**src/rtl/rr_reg_arbiter.sv**
```systemverilog
// rr_reg_arbiter: round-robin arbiter, sole writer of one shared W-bit register
// Ports:
//   clk    rising-edge clock
//   rst    asynchronous active-high reset
//   req    per-requester request, held until ack
//   wdata  per-requester write data, slice i = wdata[i*W +: W]
//   gnt    one-hot grant, one cycle per arbitration
//   ack    one-hot one-cycle pulse after the register is written
//   q      shared register contents
//   owner  index of the last requester that wrote q
//   valid  q holds written data
module rr_reg_arbiter #(
   parameter int N = 4,
   parameter int W = 8,
   localparam int IW = $clog2(N)
) (
   input  logic           clk,
   input  logic           rst,
   input  logic [N-1:0]   req,
   input  logic [N*W-1:0] wdata,
   output logic [N-1:0]   gnt,
   output logic [N-1:0]   ack,
   output logic [W-1:0]   q,
   output logic [IW-1:0]  owner,
   output logic           valid
);
   typedef enum logic {IDLE, GRANT} state_t;
   state_t state;
   logic [IW-1:0] ptr, cur, win;
   logic hit;
   // first requester at or after ptr, wrapping modulo N
   always_comb begin
      win = '0;
      hit = 1'b0;
      for (int k = 0; k < N; k++) begin
         if (!hit && req[(int'(ptr) + k) % N]) begin
            win = IW'((int'(ptr) + k) % N);
            hit = 1'b1;
         end
      end
   end
   always_ff @(posedge clk or posedge rst) begin
      if (rst) begin
         state <= IDLE;
         gnt   <= '0;
         ack   <= '0;
         q     <= '0;
         owner <= '0;
         valid <= 1'b0;
         ptr   <= '0;
         cur   <= '0;
      end else begin
         ack <= '0;
         if (state == IDLE) begin
            if (hit) begin
               gnt   <= N'(1) << win;
               cur   <= win;
               state <= GRANT;
            end
         end else begin
            gnt   <= '0;
            state <= IDLE;
            // a requester that dropped req during its grant forfeits the write
            if (req[cur]) begin
               q     <= wdata[int'(cur)*W +: W];
               owner <= cur;
               valid <= 1'b1;
               ack   <= gnt;
               ptr   <= IW'((int'(cur) + 1) % N);
            end
         end
      end
   end
endmodule

```
**config.mk**
```make
export PLATFORM = sky130hd
export DESIGN_NAME = rr_reg_arbiter
export DESIGN_NICKNAME = d
export VERILOG_FILES = /design/src/rtl/rr_reg_arbiter.sv
export SDC_FILE = /design/constraint.sdc
export NUM_CORES = 1
export LEC_CHECK = 0
export CORE_UTILIZATION = 43
export DETAILED_ROUTE_END_ITERATION = 10
export HOLD_SLACK_MARGIN = 0.03
export PLACE_DENSITY = 0.84
export SETUP_SLACK_MARGIN = 0.15
export SKIP_LAST_GASP = 1
export SYNTH_ARGS = -nofsm -noshare
export SYNTH_HDL_FRONTEND = slang
export SYNTH_SLANG_ARGS = --single-unit
```
**constraint.sdc**
```tcl
create_clock -name clk -period 5 [get_ports clk]
set_clock_uncertainty 0.2 [all_clocks]
set_input_delay 1 -clock clk [delete_from_list [all_inputs] [get_ports clk]]
set_output_delay 1 -clock clk [all_outputs]
set_load 0.02 [all_outputs]
```
==> metrics.txt <==
Hold Startpoint=valid; Die ar.=0.00301 mm^2; Post-synth EDFFs=0; Switching Share=34.9%; # diodes=0; detailed-route via count=965; R2R depth=3; routed wl met2=1570 um; FMAX=0.374 GHz; Post-synth top cells=dfrtp_1 (24), mux4_2 (7), mux2_2 (6); layout cells sized above 1=17.1%; total power=0.963 mW; max_slew headroom=42.0%; top post-synthesis cells by area=dfrtp_1 (50%), mux4_2 (13%), mux2_4 (6.2%); Cell Pwr Density=525 mW/mm^2; most frequent cell after synthesis=dfrtp_1; Worst setup EP type=flop; hold-fix buffers at CTS=0; Synth async-reset ratio=100%; Rows=18; # Post-CTS Setup Buffers=0; CTS Buffer Depth=2; vias per inst=5.68; peak supply drop=0.357 mV; min-delay worst type=reg -> reg; startpoint types=input port; Clock transition at path regs=140 ps; worst skew pair latency=320 ps; Synth warnings=0; R2R setup slack=2660 ps; GRT overflow=0; Design Area, Final=0.00183 mm^2; final core occ=71.4%; Register Area=601 um^2; reg-to-reg endpoint=owner[0]; final setup fails=0; NumNets Final=179; cts repair resizes=0; gpl congestion=0.909; DRT met1 WL=1100 um; # port buffers=56; Net Sw Power=0.337 mW; max-cap violations=0; synthesized instance count=83; static leakage=0.776 nW; RSZ-0062 raised after global routing=false; Clock Sinks=24; Synth Flop Type=dfrtp_1; core area=0.00257 mm^2; CP arrival=2690 ps; io pins=57; status=finished, final reports clean; clk root buf=clkbuf_4; distinct cell type count after synthesis=26; Avg Cell Area, Syn=14.5 um^2; syn nets=121; setup TNS=0 ps; post-DP HPWL=2220 um; Max Slew Vio Count=0; initial core utilization=46.8%; Worst R2R Start=cur[0]; post-synthesis sequential area ratio=49.9%; Yosys reg bits=24; antenna-violating nets left=0; final setup margin=2330 ps; Clk pwr share=14.6%; synthesized area=0.00120 mm^2; hold path cells=1; WP data required=5020 ps; Die W=54.9 um; 1st-iter DRT viols=29; Multi-input gate area=571 um^2; CTS Buf Count=3; Pint=0.626 mW; pin count of the biggest net entering global routing=25; vias in the first global route=936; Hold Path End=valid; first-pass GRT wire length=4390 um; Hold Fails Final Rpt=0; biggest area consumer among synthesized cells=dfrtp_1; DRC=0; Place WS=2010 ps; final wirelength=2890 um; area share of the largest cell type after synthesis=49.9%; Crit Path Class=in -> reg; Die Y=54.9 um; synth-to-layout area growth=52.4%; CTS HTree Levels=1; WL per Instance=17.0 um; register share of total power=37.4%; Tmin final=2670 ps; crit share post-route=53.5%; Slew @ Worst Pin=869 ps; Placed Area=0.00178 mm^2; initial antenna violation count=0; Fill cells=192; Crit Path Max Fanout=15; DR WL met3=190 um; total global-route track usage=21.3%; Logic pwr share=48.0%; CTS tree=built; max layer used=met4; DRT Pass-1 Iters=5
## logic make-up after synthesis
group	synth area share [%]
AO/OA/AOI/OAI	8.84
XOR/XNOR	0.729
buffers and inverters	2.60
flip-flops	49.9
multiplexers	29.3
AND/OR/NAND/NOR	8.53
## worst max-delay path by stage
stage / depth (start not counted) / slack, ps / end / startpoint
3_5_place_dp: 4 / 2010 / owner[0] / req[3]
4_1_cts: 4 / 2330 / owner[0] / req[3]
5_1_grt: 4 / 2300 / q[0] / req[3]
2_1_floorplan: 4 / 2610 / owner[1] / req[3]
6_report: 4 / 2330 / owner[0] / req[3]
3_3_place_gp: 4 / 2080 / q[7] / req[3]
## per-stage QoR
stage / hold slack [ps] / cells
2_1_floorplan: 299 / 83
5_1_grt: 338 / 170
6_report: 310 / 170
3_3_place_gp: 268 / 166
4_1_cts: 308 / 170
3_5_place_dp: 275 / 166
## registers in the layout (all words and copies together) (netlist names)
name   cells
ack        4
owner      2
ptr        2
valid      1
gnt        4
q          8
state      1
cur        2
## critical path, cell delays in order
cell	delay, ps
clkdlybuf4s50_1	510
mux4_2	580
nand2_4	220
mux2_2	370
## metal layers
layer | global-route usage, % | vias up
li1 | - | 431
met2 | 38.6 | 44
met1 | 25.8 | 484
met5 | 0 | -
met4 | 1.71 | 0
met3 | 6.11 | 6
## power groups by stage
stage	clock, mW	sequential (mW)	combinational, mW
floorplan	0	0.385	0.257
global placement	0	0.363	0.450
detailed placement	0	0.363	0.464
CTS	0.142	0.361	0.467
global route	0.150	0.375	0.493
finish	0.140	0.360	0.462
## layout by cell type (no fill, tap or decap), drive strengths merged
cell type / synthesis / layout
nand2: 5 / 5
nand2b: 3 / 3
bufinv: 0 / 1
inv: 3 / 3
o21ai: 4 / 4
mux2: 11 / 11
mux4: 9 / 9
nor2b: 3 / 3
o31ai: 2 / 2
a21oi: 2 / 2
clkbuf: 1 / 3
o32a: 1 / 1
dfrtp: 24 / 24
nor4: 1 / 1
a32o: 2 / 2
a221oi: 1 / 1
a21o: 1 / 1
clkdlybuf4s50: 0 / 56
o32ai: 1 / 1
xnor2: 1 / 1
nor2: 2 / 2
and3: 4 / 4
## cell type report
cell class,instances,area share (%)
multi-input combinational,53,31.1
tap,30,2.05
clock inverter,1,1.64
inverter,3,0.614
timing repair buffer,56,30.6
clock buffer,3,1.23
sequential,24,32.8
(Power assumes the default switching activity.)
